[src/rtl/wb_port_arbiter_pkg.sv]
// Shared request type, register-zero constant and arbiter state encoding
// for the register-file write-port arbiter.
package wb_pkg;

  typedef struct packed {
    logic        we;
    logic [4:0]  add;
    logic [31:0] data;
  } wb_req_t;

  localparam logic [4:0] REG_ZERO = 5'd0;

  typedef enum logic [1:0] {
    EMPTY,
    PENDING,
    DRAIN
  } arb_state_e;

  // A write only does anything when enabled and not aimed at register zero.
  function automatic logic is_live(input logic we, input logic [4:0] add);
    return we && (add != REG_ZERO);
  endfunction

endpackage

[src/rtl/wb_port_arbiter_if.sv]
// Bus bundle between the writeback stage / long-latency unit (master side)
// and the write-port arbiter (slave side).
interface wb_port_arbiter_if;
  logic [31:0] pipe_data;
  logic        pipe_write_reg;
  logic [4:0]  pipe_add;
  logic        pipe_stall;
  logic        lu_valid;
  logic [31:0] lu_data;
  logic [4:0]  lu_add;
  logic        lu_ready;
  logic        rf_we;
  logic [4:0]  rf_add;
  logic [31:0] rf_data;

  modport master (
    output pipe_data, pipe_write_reg, pipe_add,
    output lu_valid, lu_data, lu_add,
    input  pipe_stall, lu_ready,
    input  rf_we, rf_add, rf_data
  );

  modport slave (
    input  pipe_data, pipe_write_reg, pipe_add,
    input  lu_valid, lu_data, lu_add,
    output pipe_stall, lu_ready,
    output rf_we, rf_add, rf_data
  );
endinterface

[src/rtl/wb_hold_fifo.sv]
// Circular hold buffer for long-latency results with per-entry kill by address.
// Latency: head visible the cycle after push; count/full/empty are registered.
// Backpressure: caller must not push when full nor pop when empty.
module wb_hold_fifo
  import wb_pkg::*;
#(
  parameter int DEPTH = 2,
  localparam int CNT_W = $clog2(DEPTH + 1),
  localparam int PTR_W = $clog2(DEPTH)
) (
  input  logic             clk,
  input  logic             reset,
  input  logic             push,
  input  wb_req_t          push_req,
  input  logic             pop,
  input  logic             kill,
  input  logic [4:0]       kill_add,
  output wb_req_t          head,
  output logic [CNT_W-1:0] count,
  output logic             full,
  output logic             empty
);

  wb_req_t          mem_q [DEPTH];
  wb_req_t          mem_d [DEPTH];
  logic [PTR_W-1:0] wr_ptr_q, wr_ptr_d;
  logic [PTR_W-1:0] rd_ptr_q, rd_ptr_d;
  logic [CNT_W-1:0] count_q, count_d;

  always_comb begin
    mem_d    = mem_q;
    wr_ptr_d = wr_ptr_q;
    rd_ptr_d = rd_ptr_q;
    count_d  = count_q;
    // Kill before push so a same-cycle push decides its own liveness.
    for (int i = 0; i < DEPTH; i++) begin
      if (kill && (mem_q[i].add == kill_add)) begin
        mem_d[i].we = 1'b0;
      end
    end
    if (push) begin
      mem_d[wr_ptr_q] = push_req;
      wr_ptr_d        = wr_ptr_q + PTR_W'(1);
    end
    if (pop) begin
      rd_ptr_d = rd_ptr_q + PTR_W'(1);
    end
    if (push && !pop) begin
      count_d = count_q + CNT_W'(1);
    end else if (pop && !push) begin
      count_d = count_q - CNT_W'(1);
    end
  end

  always_ff @(posedge clk) begin
    if (reset) begin
      for (int i = 0; i < DEPTH; i++) begin
        mem_q[i] <= '0;
      end
      wr_ptr_q <= '0;
      rd_ptr_q <= '0;
      count_q  <= '0;
    end else begin
      mem_q    <= mem_d;
      wr_ptr_q <= wr_ptr_d;
      rd_ptr_q <= rd_ptr_d;
      count_q  <= count_d;
    end
  end

  assign head  = mem_q[rd_ptr_q];
  assign count = count_q;
  assign full  = (count_q == CNT_W'(DEPTH));
  assign empty = (count_q == '0);

endmodule

[src/rtl/wb_port_arbiter.sv]
// Arbitrates the register-file write port between writeback and long-latency results.
// Latency: one cycle from grant to registered rf_* outputs.
// Backpressure: lu_ready while buffer not full; one-cycle pipe_stall forces a drain.
module wb_port_arbiter
  import wb_pkg::*;
#(
  parameter int DEPTH        = 2,
  parameter int STARVE_LIMIT = 4
) (
  input logic              clk,
  input logic              reset,
  wb_port_arbiter_if.slave bus
);

  localparam int CNT_W = $clog2(DEPTH + 1);
  localparam int ST_W  = $clog2(STARVE_LIMIT + 1);
  localparam logic [ST_W-1:0] STARVE_MAX = ST_W'(STARVE_LIMIT);

  wb_req_t          rf_q, rf_d;
  wb_req_t          head, push_req;
  logic             push, pop, kill, bypass;
  logic             pipe_live, pipe_won, lu_xfer, stall_cond;
  logic [CNT_W-1:0] count, count_nx;
  logic             full, empty;
  logic [ST_W-1:0]  starve_q, starve_d;
  arb_state_e       state_q, state_d;

  wb_hold_fifo #(.DEPTH(DEPTH)) u_fifo (
    .clk      (clk),
    .reset    (reset),
    .push     (push),
    .push_req (push_req),
    .pop      (pop),
    .kill     (kill),
    .kill_add (bus.pipe_add),
    .head     (head),
    .count    (count),
    .full     (full),
    .empty    (empty)
  );

  always_comb begin
    pipe_live = is_live(bus.pipe_write_reg, bus.pipe_add);
    lu_xfer   = bus.lu_valid && !full;
    rf_d      = '0;
    pop       = 1'b0;
    kill      = 1'b0;
    bypass    = 1'b0;
    pipe_won  = 1'b0;
    starve_d  = '0;
    if (state_q == DRAIN) begin
      pop  = !empty;
      rf_d = head;
    end else if (pipe_live) begin
      pipe_won = 1'b1;
      kill     = 1'b1;
      rf_d     = '{we: 1'b1, add: bus.pipe_add, data: bus.pipe_data};
      if (!empty) begin
        starve_d = (starve_q == STARVE_MAX) ? starve_q : starve_q + ST_W'(1);
      end
    end else if (!empty) begin
      pop  = 1'b1;
      rf_d = head;
    end else if (lu_xfer) begin
      bypass = 1'b1;
      rf_d   = '{we: is_live(1'b1, bus.lu_add), add: bus.lu_add, data: bus.lu_data};
    end
    push     = lu_xfer && !bypass;
    // A same-cycle pipe write to the same register supersedes the LU result.
    push_req = '{we:   is_live(1'b1, bus.lu_add) && !(pipe_won && (bus.lu_add == bus.pipe_add)),
                 add:  bus.lu_add,
                 data: bus.lu_data};
    count_nx   = count + CNT_W'(push) - CNT_W'(pop);
    stall_cond = pipe_won && !empty && (starve_d == STARVE_MAX);
  end

  always_comb begin
    state_d = state_q;
    case (state_q)
      EMPTY: begin
        if (count_nx != '0) state_d = PENDING;
      end
      PENDING: begin
        if (stall_cond)             state_d = DRAIN;
        else if (count_nx == '0)    state_d = EMPTY;
      end
      DRAIN: begin
        state_d = (count_nx != '0) ? PENDING : EMPTY;
      end
      default: state_d = EMPTY;
    endcase
  end

  always_ff @(posedge clk) begin
    if (reset) begin
      rf_q     <= '0;
      starve_q <= '0;
      state_q  <= EMPTY;
    end else begin
      rf_q     <= rf_d;
      starve_q <= starve_d;
      state_q  <= state_d;
    end
  end

  assign bus.lu_ready   = !full;
  assign bus.pipe_stall = (state_q == DRAIN);
  assign bus.rf_we      = rf_q.we;
  assign bus.rf_add     = rf_q.add;
  assign bus.rf_data    = rf_q.data;

endmodule

[src/flat_wrapper.sv]
// flat-port wrapper written by rule: the top's interface ports become plain ports
module wb_port_arbiter_flat import wb_pkg::*;
#(
  parameter int DEPTH        = 2,
  parameter int STARVE_LIMIT = 4
)
  (clk, reset, bus_pipe_data, bus_pipe_write_reg, bus_pipe_add, bus_lu_valid, bus_lu_data, bus_lu_add, bus_pipe_stall, bus_lu_ready, bus_rf_we, bus_rf_add, bus_rf_data);
  wb_port_arbiter_if bus_i ();
  input logic clk;
  input logic reset;
  input wire logic [$bits(bus_i.pipe_data)-1:0] bus_pipe_data;
  input wire logic [$bits(bus_i.pipe_write_reg)-1:0] bus_pipe_write_reg;
  input wire logic [$bits(bus_i.pipe_add)-1:0] bus_pipe_add;
  input wire logic [$bits(bus_i.lu_valid)-1:0] bus_lu_valid;
  input wire logic [$bits(bus_i.lu_data)-1:0] bus_lu_data;
  input wire logic [$bits(bus_i.lu_add)-1:0] bus_lu_add;
  output wire logic [$bits(bus_i.pipe_stall)-1:0] bus_pipe_stall;
  output wire logic [$bits(bus_i.lu_ready)-1:0] bus_lu_ready;
  output wire logic [$bits(bus_i.rf_we)-1:0] bus_rf_we;
  output wire logic [$bits(bus_i.rf_add)-1:0] bus_rf_add;
  output wire logic [$bits(bus_i.rf_data)-1:0] bus_rf_data;
  assign bus_i.pipe_data = bus_pipe_data;
  assign bus_i.pipe_write_reg = bus_pipe_write_reg;
  assign bus_i.pipe_add = bus_pipe_add;
  assign bus_i.lu_valid = bus_lu_valid;
  assign bus_i.lu_data = bus_lu_data;
  assign bus_i.lu_add = bus_lu_add;
  assign bus_pipe_stall = bus_i.pipe_stall;
  assign bus_lu_ready = bus_i.lu_ready;
  assign bus_rf_we = bus_i.rf_we;
  assign bus_rf_add = bus_i.rf_add;
  assign bus_rf_data = bus_i.rf_data;
  wb_port_arbiter #(.DEPTH(DEPTH), .STARVE_LIMIT(STARVE_LIMIT)) u_core (.clk(clk), .reset(reset), .bus(bus_i));
endmodule
[config.mk]
export PLATFORM = sky130hd
export DESIGN_NAME = wb_port_arbiter_flat
export DESIGN_NICKNAME = d
export VERILOG_FILES = /design/src/rtl/wb_port_arbiter_pkg.sv /design/src/rtl/wb_port_arbiter_if.sv /design/src/rtl/wb_hold_fifo.sv /design/src/rtl/wb_port_arbiter.sv /design/src/flat_wrapper.sv
export SDC_FILE = /design/constraint.sdc
export NUM_CORES = 1
export LEC_CHECK = 0
export ABC_AREA = 1
export CAP_MARGIN = 20
export CORE_ASPECT_RATIO = 1.2
export CORE_MARGIN = 4
export CORE_UTILIZATION = 55
export DETAILED_ROUTE_END_ITERATION = 7
export HOLD_SLACK_MARGIN = 0.12
export PLACE_DENSITY = 0.85
export SYNTH_ARGS = -nofsm -noshare
export SYNTH_HDL_FRONTEND = slang
export SYNTH_HIERARCHICAL = 1
export SYNTH_SLANG_ARGS = --single-unit
[constraint.sdc]
create_clock -name clk -period 3.7 [get_ports clk]
set_clock_uncertainty 0.15 [all_clocks]
set_input_delay 0.74 -clock clk [delete_from_list [all_inputs] [get_ports clk]]
set_output_delay 0.74 -clock clk [all_outputs]
set_load 0.01 [all_outputs]
# Word level (Yosys, flattened, before mapping)
# Cells that the tools add are included.
classes:
  n_addsub: 7
  n_mul: 0
  n_div: 0
  magnitude_cmp: 3
  eq_ne: 10
  shift: 0
  n_mux: 33
  bitwise: 2
  n_reduce_logical: 26
op_table:
  columns: ["op", "n"]
  rows:
  - ["$mux W38", 8]
  - ["$bwmux W76", 1]
  - ["$mux W76", 1]
  - ["$demux W38 S1", 1]
  - ["$eq A5 B5 Y1", 3]
  - ["$logic_and A1 B1 Y1", 12]
  - ["$mux W1", 12]
  - ["$mux W3", 4]
  - ["$mux W2", 5]
  - ["$reduce_bool A5 Y1", 2]
  - ["$eq A3 B3 Y1 const B", 2]
  - ["$logic_not A1 Y1", 6]
  - ["$logic_not A2 Y1", 3]
  - ["$pmux W2 S3", 1]
  - ["$eq A2 B2 Y1 const B", 2]
  - ["$ge A2 B2 Y1 const B", 2]
  - ["$not A1 Y2", 2]
  - ["$reduce_bool A2 Y1", 2]
  - ["$add A3 B1 Y3 const B", 1]
  - ["$ne A3 B1 Y1 const B", 1]
  - ["$add A1 B1 Y1 const B", 2]
  - ["$add A2 B1 Y2", 1]
  - ["$add A2 B1 Y2 const B", 1]
  - ["$eq A2 B1 Y1 const B", 1]
  - ["other kinds (5)", 5]
totals:
  register_bits: 123
  latchBits: 0
  ramBits: 0
  romBits: 0
  inputBits: 78
  output_inout_bits: 40
  word_cells: 95
  memories: 0

# Depth between registers and ports, before layout
logic_depth:
  ltp_word: 15
  depth_mapped: 13
  mapped_depth_nobuf: 11

# Hierarchy
# Netlist, hierarchy kept.
by_module_without_submodules:
  columns: ["mod", "instances", "cells_each", "area_each_um2", "seq_area_each_um2"]
  rows:
  - ["wb_hold_fifo", 1, 479, 3409.5, 1601.5]
  - ["wb_port_arbiter", 1, 280, 2190.9, 860.8]

# Worst setup path after synthesis
# OpenSTA, ideal clock, no wires.
synth_timing:
  path_kind: "input to register"
  startpoint: "input port bus_pipe_add[2]"
  endpoint: "register u_core.u_fifo.count_q[1], in the netlist u_core/u_fifo/count[1]"
  setup_ns: 0.122
  t_arrival_ns: 2.184
  required_ns: 3.428
  slack_ns: 1.244
  stages: 13
  path_buffers: 2
  cell_sequence: "nor2_1 -> nand3_1 -> nand3_4 -> buf_4 -> buf_6 -> nand2_1 -> inv_1 -> inv_1 -> ha_1 -> a21oi_1 -> o21ai_0 -> o21ai_0 -> a21oi_1"
synth_between:
  elab_cells_between_ends: 14
  classes_between: "5 x mux; 9 x reduce/logical"
synth_rtl:
  columns: ["element", "line", "text"]
  rows:
  - ["from (decl)", "flat_wrapper.sv:13", "input wire logic [$bits(bus_i.pipe_add)-1:0] bus_pipe_add;"]
  - ["$reduce_bool A5 Y1 (*)", "wb_port_arbiter_pkg.sv:21", "return we && (add != REG_ZERO);"]
  - ["$logic_and A1 B1 Y1 (*)", "wb_port_arbiter_pkg.sv:21", null]
  - ["$mux W1 (*)", "wb_port_arbiter.sv:54", "end else if (pipe_live) begin"]
  - ["$mux W1 (*)", "wb_port_arbiter.sv:51", "if (state_q == DRAIN) begin"]
  - ["net u_core.pop", "wb_port_arbiter.sv:21", "logic push, pop, kill, bypass;"]
  - ["$logic_not A1 Y1", "wb_hold_fifo.sv:48", "if (push && !pop) begin"]
  - ["$logic_and A1 B1 Y1", "wb_hold_fifo.sv:48", null]
  - ["$mux W2 or $reduce_bool A2 Y1 (tied branches)", null, null]
  - ["to (signal assigned)", "wb_hold_fifo.sv:67", "count_q <= count_d;"]
  - ["to (decl)", "wb_hold_fifo.sv:28", "logic [CNT_W-1:0] count_q, count_d;"]
# Mark *: on every way through the listed nets, which the timed path passes. The rest lies on a longest branch.
# A chain may end at the register's enable or synchronous reset.

==> impl_metrics.tcl <==
set metrics [dict create \
    status "finished, final reports clean" \
    post-route-period-util 0.767 \
    cts_buffers 17 \
    hpwlAfterDp_mm 9.69 \
    antenna_found_initial 0 \
    cts_sinks 123 \
    setup_viol 0 \
    fin_hold_ws_ns 0.294 \
    worst-endpoint-arrival_ns 3.02 \
    syn_area_per_cell_um2 7.38 \
    htree_levels 4 \
    setup_ws_ns 0.860 \
    synth_most_common_cell "o21ai_0" \
    floorplan.die.height_um 119 \
    seq_area_frac_synth 0.440 \
    maxSlewHeadroom 0.377 \
    syn_area_um2 5600 \
    pre_cts_slack_ns 0.508 \
    row_count 40 \
    ios 118 \
    place_congestion 0.937 \
    ctsLongestPathBuffers 2 \
    hp-class "flip-flop to flip-flop" \
    slew_violations 0 \
    synth_edf_count 0 \
    portBuffers 117 \
    coreArea_um2 9960 \
    cp_top_family "buffers and inverters" \
    worstMarginPinSlew_ns 0.934 \
    grt_pass1_wl_mm 24.6 \
    crit_type "primary input to flip-flop" \
    multi_input_area_um2 2530 \
    hold_violations 0 \
    max_stage_delay_ns 0.53 \
    drc 0 \
    fin_crit_ns 2.84 \
    synthToLayoutAreaGrowth_pct 29.5 \
    synth_nets 842 \
    power.density_nw_per_um2 647 \
    viasPerCell 5.51 \
    cap_violations 0 \
    antenna_left 0 \
    root_buffer "clkbuf_16" \
    rsz0062_at_grt "false" \
    yosys-top-cells-area "dfxtp_1 44%, o21ai_0 12%, nand2_1 8.5%" \
    drt_iter0_markers 397 \
    cp_max_fo 41 \
    nets 937 \
    postCtsResizedCells 0 \
    first_pass_iters 7 \
    gr-usage-all-layers 0.255 \
    initial_core_util 0.562 \
    grt_overflow 0 \
    synth_top_area_frac 0.440 \
    yosysTopAreaCell "dfxtp_1" \
    worstPathRequired_ns 3.88 \
    ys_types 35 \
    layout-drive-gt1-share 0.0716 \
    fmax_ghz 0.352 \
    ys_async_sr_fraction 0 \
    synthTopCellsByCount "132 x o21ai_0, 127 x nand2_1, 123 x dfxtp_1" \
    power.leakage_nw 2.76 \
    fill_cells 793 \
    netlist_instances 759 \
    synth_flop_cell "dfxtp_1" \
    tns_ns 0 \
    grt_pass1_vias 5372 \
    regArea_um2 2460 \
    hold_buffers 0 \
    dieArea_um2 11900 \
    vdd_drop_max_v 0.000409 \
    finalWirelength_mm 14.9 \
    die_w_um 100 \
    grt_max_degree 60 \
    cp_slowest_cell "clkdlybuf4s50_1" \
    path_cells "clkdlybuf4s50_1, nor2_1, nand3_1, nand2_1, a31oi_1, inv_1, nor2_2, inv_2, buf_12, o21ai_1, a21oi_1" \
    cts_tree "done" \
    n_antenna_cell 0 \
    endpoint_kind "flip-flop" \
    start_kind "primary input" \
    clkLatencyLatePin_ns 0.41 \
    yosysWarnings 6 \
    wl_per_cell_um 15.0 \
    post_cts_buffers 0 \
    vias 5467 \
    path_clk_slew_ns 0.05 \
    ys_ff_latch 123 \
    critPathBufInv 4 \
]
## routing by layer
metal	vias to the layer above	wire length, um	track usage	share of wire
met4	0	394	0.115	0.026
met1	2479	5860	0.301	0.39
li1	2700	-	-	-
met2	245	7430	0.429	0.50
met3	43	1210	0.0691	0.081
met5	-	0	0	0
## metrics by stage
| step | util | std cells | power (mW) | area [um2] |
|---|---|---|---|---|
| after CTS | 0.728 | 992 | 4.70 | 7250 |
| after global routing | 0.728 | 992 | 4.95 | 7250 |
| after global placement | 0.671 | 961 | 3.03 | 6680 |
| final | 0.728 | 992 | 4.69 | 7250 |
| after floorplan | - | 759 | 2.73 | 5600 |
| after detailed placement | 0.671 | 961 | 3.10 | 6680 |
## worst min-delay path, delay by kind of cell, from the launching register on
kind            cells  cell delay, ns
flops               1            0.29
buf+inv             1            0.05
compound gates      1            0.05
## layout by cell type, fill, tap and decap left out, drive strengths merged
cell type | netlist | layout
o21ai | 152 | 152
nand2 | 129 | 129
dfxtp | 123 | 123
clkdlybuf4s50 | 0 | 117
nor2 | 89 | 89
inv | 68 | 68
a21oi | 49 | 49
a31oi | 36 | 36
nand3 | 35 | 35
clkbuf | 20 | 23
buf | 33 | 12
clkinv | 0 | 5
xnor2 | 5 | 5
ha | 5 | 5
xor2 | 3 | 3
nor3 | 3 | 3
bufinv | 0 | 2
nor4 | 2 | 2
or2 | 2 | 2
clkinvlp | 0 | 1
a21boi | 1 | 1
a32oi | 1 | 1
nand3b | 1 | 1
nand4 | 1 | 1
mux2 | 1 | 1
## worst paths after layout
| check | startpoint | end | slack [ns] | cells past startpoint |
|---|---|---|---|---|
| hold / removal | flip-flop | flip-flop | 0.29 | 2 |
| setup / recovery | bus_pipe_add[0] | flip-flop | 0.86 | 11 |
| hold reg to reg | flip-flop | flip-flop | 0.29 | 2 |
| setup reg to reg | u_core/u_fifo/count[1] | flip-flop | 1.35 | 11 |
## where the power goes
group | total (mW) | switching (mW) | leakage, nW | internal, mW
registers | 1.75 | 0.164 | 1.01 | 1.59
logic | 1.35 | 0.827 | 1.46 | 0.523
clock network | 1.59 | 0.558 | 0.283 | 1.03
## layout make-up
class / instances / share of cell area
multi-input combinational: 515 / 0.349
tap: 126 / 0.0217
sequential: 123 / 0.340
clock buffer: 23 / 0.0659
inverter: 68 / 0.0352
timing repair buffer: 129 / 0.176
clock inverter: 8 / 0.0128
## cells by family (layout without fill, tap and decap cells)
group                      count (synthesis)  count (layout)  share of synthesized area
DFF                                      123             123                      0.440
adders and majority gates                  5               5                     0.0112
buffers and inverters                    121             228                      0.108
and+or+nand+nor                          262             262                      0.195
muxes                                      1               1                    0.00201
xor gates and xnor gates                   8               8                     0.0125
AOI/OAI and AO/OA                        239             239                      0.232
Power figures use the tool's default switching activity.
==> edit 1 (same settings) <==
`DEPTH` is set to 2 in 3 places; all go to 8.
--- a/src/rtl/wb_hold_fifo.sv
+++ b/src/rtl/wb_hold_fifo.sv
@@ -6,3 +6,3 @@
 #(
-  parameter int DEPTH = 2,
+  parameter int DEPTH = 8,
   localparam int CNT_W = $clog2(DEPTH + 1),
--- a/src/rtl/wb_port_arbiter.sv
+++ b/src/rtl/wb_port_arbiter.sv
@@ -6,3 +6,3 @@
 #(
-  parameter int DEPTH        = 2,
+  parameter int DEPTH        = 8,
   parameter int STARVE_LIMIT = 4
--- a/src/flat_wrapper.sv
+++ b/src/flat_wrapper.sv
@@ -3,3 +3,3 @@
 #(
-  parameter int DEPTH        = 2,
+  parameter int DEPTH        = 8,
   parameter int STARVE_LIMIT = 4
Behaviour: not the same (a bounded check fails within 4 cycles, from zero or initial values and one cycle with reset high).
==> edit 1 against the original RTL <==
- combinational power rose to 3.1 times the old value
- power grew to 2.7 times the old value
- routed wire length grew to 3.5 times the old value
- setup slack worse by 0.34 ns
- final cell count rose to 2.9 times the old value
- core utilization is 8.9 points lower
- synthesized cell count rose to 3.3 times the old value
- final area grew to 2.6 times the old value
- global-route usage rose by 4.5 points
- sequential cell count rose by 234
- area after synthesis grew to 3.0 times the old value
==> edit 1: results <==
export IMPL_wire_per_inst_um=17.8
export IMPL_place_congestion=0.885
export IMPL_synthesis_nets=2565
export IMPL_critical_path_class="reg -> reg"
export IMPL_path_max_fanout=32
export IMPL_worstPathArrival_ns=3.46
export IMPL_ys_top_cells_by_area="dfxtp_1 (43%), nor2_1 (17%), o21ai_0 (14%), nand2_1 (7.6%), o22ai_1 (2.5%)"
export IMPL_max_stage_delay_ns=0.56
export IMPL_synth_top_area_share=0.428
export IMPL_grt_pass1_wl_mm=82.9
export IMPL_ys_seq_area_frac=0.428
export IMPL_clkLatencyLatePin_ns=0.55
export IMPL_synthCells=2474
export IMPL_crit_path_start="u_core/u_fifo/count[1]"
export IMPL_slew_headroom=0.272
export IMPL_routed_via_count=17175
export IMPL_ir_drop_uv=501
export IMPL_synth_commonest_cells="nor2_1 (765), o21ai_0 (478), dfxtp_1 (357), nand2_1 (339), a21oi_1 (80)"
export IMPL_h_tree_depth=2
export IMPL_numCtsBuffers=38
export IMPL_clockBufferDepth=3
export IMPL_synth_cell_types=34
export IMPL_placed_cell_area_sq_um=17800
export IMPL_dp_hpwl_mm=29.2
export IMPL_gr_usage_all_layers=0.300
export IMPL_dpl_cell_count=2845
export IMPL_r2r_slack_ns=0.52
export IMPL_n_fill_cell=2583
export IMPL_final_layout_size_suffix_gt1_frac=0.0555
export IMPL_crit_slowest_cell="clkinv_2"
export IMPL_status="completed"
export IMPL_via_per_inst=5.89
export IMPL_grt_max_degree=154
export IMPL_p_leak_uw=0.00774
export IMPL_r2r_cells=12
==> edit 1: cell families after synthesis <==
| group | synth area share |
|---|---|
| buffers and inverters | 0.0790 |
| XOR/XNOR | 0.00525 |
| adder cells (fa/ha/maj) | 0.0106 |
| flip-flops | 0.428 |
| AND/OR/NAND/NOR | 0.276 |
| AO/OA/AOI/OAI | 0.201 |
==> edit 1: final cells by class <==
type | count | area [sq um] | share of cell area
multi-input cells | 1855 | 8230 | 0.432
flip-flops and latches | 357 | 7150 | 0.376
repair buffers | 156 | 1550 | 0.0815
clock buffers | 56 | 1100 | 0.0577
well taps | 390 | 488 | 0.0256
inverters | 87 | 339 | 0.0178
clock inverters | 13 | 176 | 0.00927
==> edit 1: worst min-delay path by stage <==
stage,end,startpoint,depth (start not counted),slack (ns)
floorplan,u_core/u_fifo/mem_q[227],u_core/u_fifo/mem_q[227],2,0.28
global placement,u_core/u_fifo/mem_q[113],u_core/u_fifo/mem_q[113],2,0.30
CTS,u_core/u_fifo/mem_q[265],u_core/u_fifo/mem_q[265],2,0.31
global route,u_core/u_fifo/mem_q[265],u_core/u_fifo/mem_q[265],2,0.33
detailed placement,u_core/u_fifo/mem_q[265],u_core/u_fifo/mem_q[265],2,0.30
finish,u_core/u_fifo/mem_q[265],u_core/u_fifo/mem_q[265],2,0.31
==> edit 1: per-layer routing <==
layer	track usage	up-vias	routed length (um)
met5	0	-	0
met4	0.182	0	2730
met3	0.0459	216	4970
met2	0.524	970	25000
met1	0.349	7927	19100
li1	-	8062	-
==> edit 1: power by group <==
group	switching [uW]	total, uW	internal [uW]
Combinational	2770	4240	1470
Clock	1610	3900	2290
Sequential	230	4510	4280
Total	4610	12600	8030
==> edit 2 (same flow settings) <==
Made on the original files. Reset style: asynchronous (`reset`), changed in 2 clocked blocks.
--- a/src/rtl/wb_hold_fifo.sv
+++ b/src/rtl/wb_hold_fifo.sv
@@ -54,3 +54,3 @@
 
-  always_ff @(posedge clk) begin
+  always_ff @(posedge clk or posedge reset) begin
     if (reset) begin
--- a/src/rtl/wb_port_arbiter.sv
+++ b/src/rtl/wb_port_arbiter.sv
@@ -93,3 +93,3 @@
 
-  always_ff @(posedge clk) begin
+  always_ff @(posedge clk or posedge reset) begin
     if (reset) begin
Behaviour: differs if reset is asserted again (counterexample within 4 cycles, from zero or initial values and one cycle with reset high); with reset held inactive, the same outputs for 4 cycles.
==> edit 2 against the original RTL <==
- die area grew 6.6%
- final area grew 7.3%
- non-clock buffer count is the same
- area after synthesis grew 7.1%
- setup slack gained 0.034 ns
- critical path depth is the same
- power grew 31%
- sequential cell count is the same
- routed wire length grew 4.1%
- critical path type unchanged
- largest cell class is now sequential cells
==> edit 2: results <==
export IMPL_gr_usage_all_layers=0.260
export IMPL_ir_drop_uv=464
export IMPL_num_nets_final=932
export IMPL_path_max_fanout=23
export IMPL_dpl_cell_count=957
export IMPL_grt_pass1_vias=5529
export IMPL_ys_top_cells_by_area="dfrtp_1 (51%), nand2_1 (20%), inv_1 (4.0%), o21ai_0 (3.8%), o21ai_2 (3.5%)"
export IMPL_final_layout_size_suffix_gt1_frac=0.116
export IMPL_r2r_cells=10
export IMPL_hold_path_class="reg -> reg"
export IMPL_ys_seq_area_frac=0.513
export IMPL_dp_hpwl_mm=10.0
export IMPL_slew_headroom=0.496
export IMPL_routed_via_count=5303
export IMPL_max_stage_delay_ns=0.60
export IMPL_synth_commonest_cells="nand2_1 (321), dfrtp_1 (123), inv_1 (64), o21ai_0 (46), nand3_1 (34)"
export IMPL_dpl_worst_slack_ns=0.536
export IMPL_via_per_inst=5.35
export IMPL_synthCells=735
export IMPL_wire_per_inst_um=15.7
export IMPL_worstPathArrival_ns=3.00
export IMPL_grt_max_degree=78
export IMPL_ys_flop_type="dfrtp_1"
export IMPL_dr_first_iter_drc_count=327
export IMPL_synth_cell_types=34
export IMPL_grt_pass1_wl_mm=25.5
export IMPL_status="completed"
export IMPL_p_leak_uw=0.00380
export IMPL_async_flop_share=1.00
export IMPL_synthesis_nets=818
## edit 2: layer usage
layer | global-route usage | wire length (um) | vias to the layer above
met3 | 0.0631 | 1130 | 42
met5 | 0 | 0 | -
met1 | 0.304 | 5830 | 2538
li1 | - | - | 2502
met2 | 0.442 | 8120 | 221
met4 | 0.126 | 428 | 0
## edit 2: worst paths after layout
kind,to,start,slack [ns]
setup / recovery,flip-flop,bus_pipe_add[2],0.89
max in group asynchronous,async pin,reset,2.07
setup reg to reg,flip-flop,u_core/u_fifo/count[0],1.19
hold / removal,flip-flop,flip-flop,0.33
hold reg to reg,flip-flop,flip-flop,0.33
min in group asynchronous,u_core/bus.rf_data[20],reset,0.49
## edit 2: final cells by class
cell class              instances  area [sq um]
well taps                     129           161
inverters                      67           256
fillers                       767          2780
multi-input cells             511          2410
flip-flops and latches        123          3080
clock inverters                 7          62.6
repair buffers                129          1310
clock buffers                  25           505
## edit 2: cells by family after synthesis
kind of cell | Yosys count | share of synthesized area
compound gates | 86 | 0.0895
xor+xnor | 11 | 0.0161
fa+ha+maj | 5 | 0.0104
buf+inv | 101 | 0.0857
flops | 123 | 0.513
simple gates | 409 | 0.285
## edit 2: power by group
group | internal [uW] | total, uW | leakage [uW] | switching [uW]
sequential | 1940 | 2230 | 0.00152 | 286
combinational | 993 | 2370 | 0.00200 | 1370
clock | 1010 | 1570 | 0.000283 | 565
## edit 2: worst max-delay path, delay by kind of cell
family	cells	cell delay, ns
buffers and inverters	3	1.16
and+or+nand+nor	8	1.09
## edit 2: per-stage QoR
step                      area [sq um]  utilization
after global routing              7780        0.737
after CTS                         7740        0.733
after detailed placement          7180        0.679
final                             7780        0.737
after floorplan                   6000            -
after global placement            7180        0.679
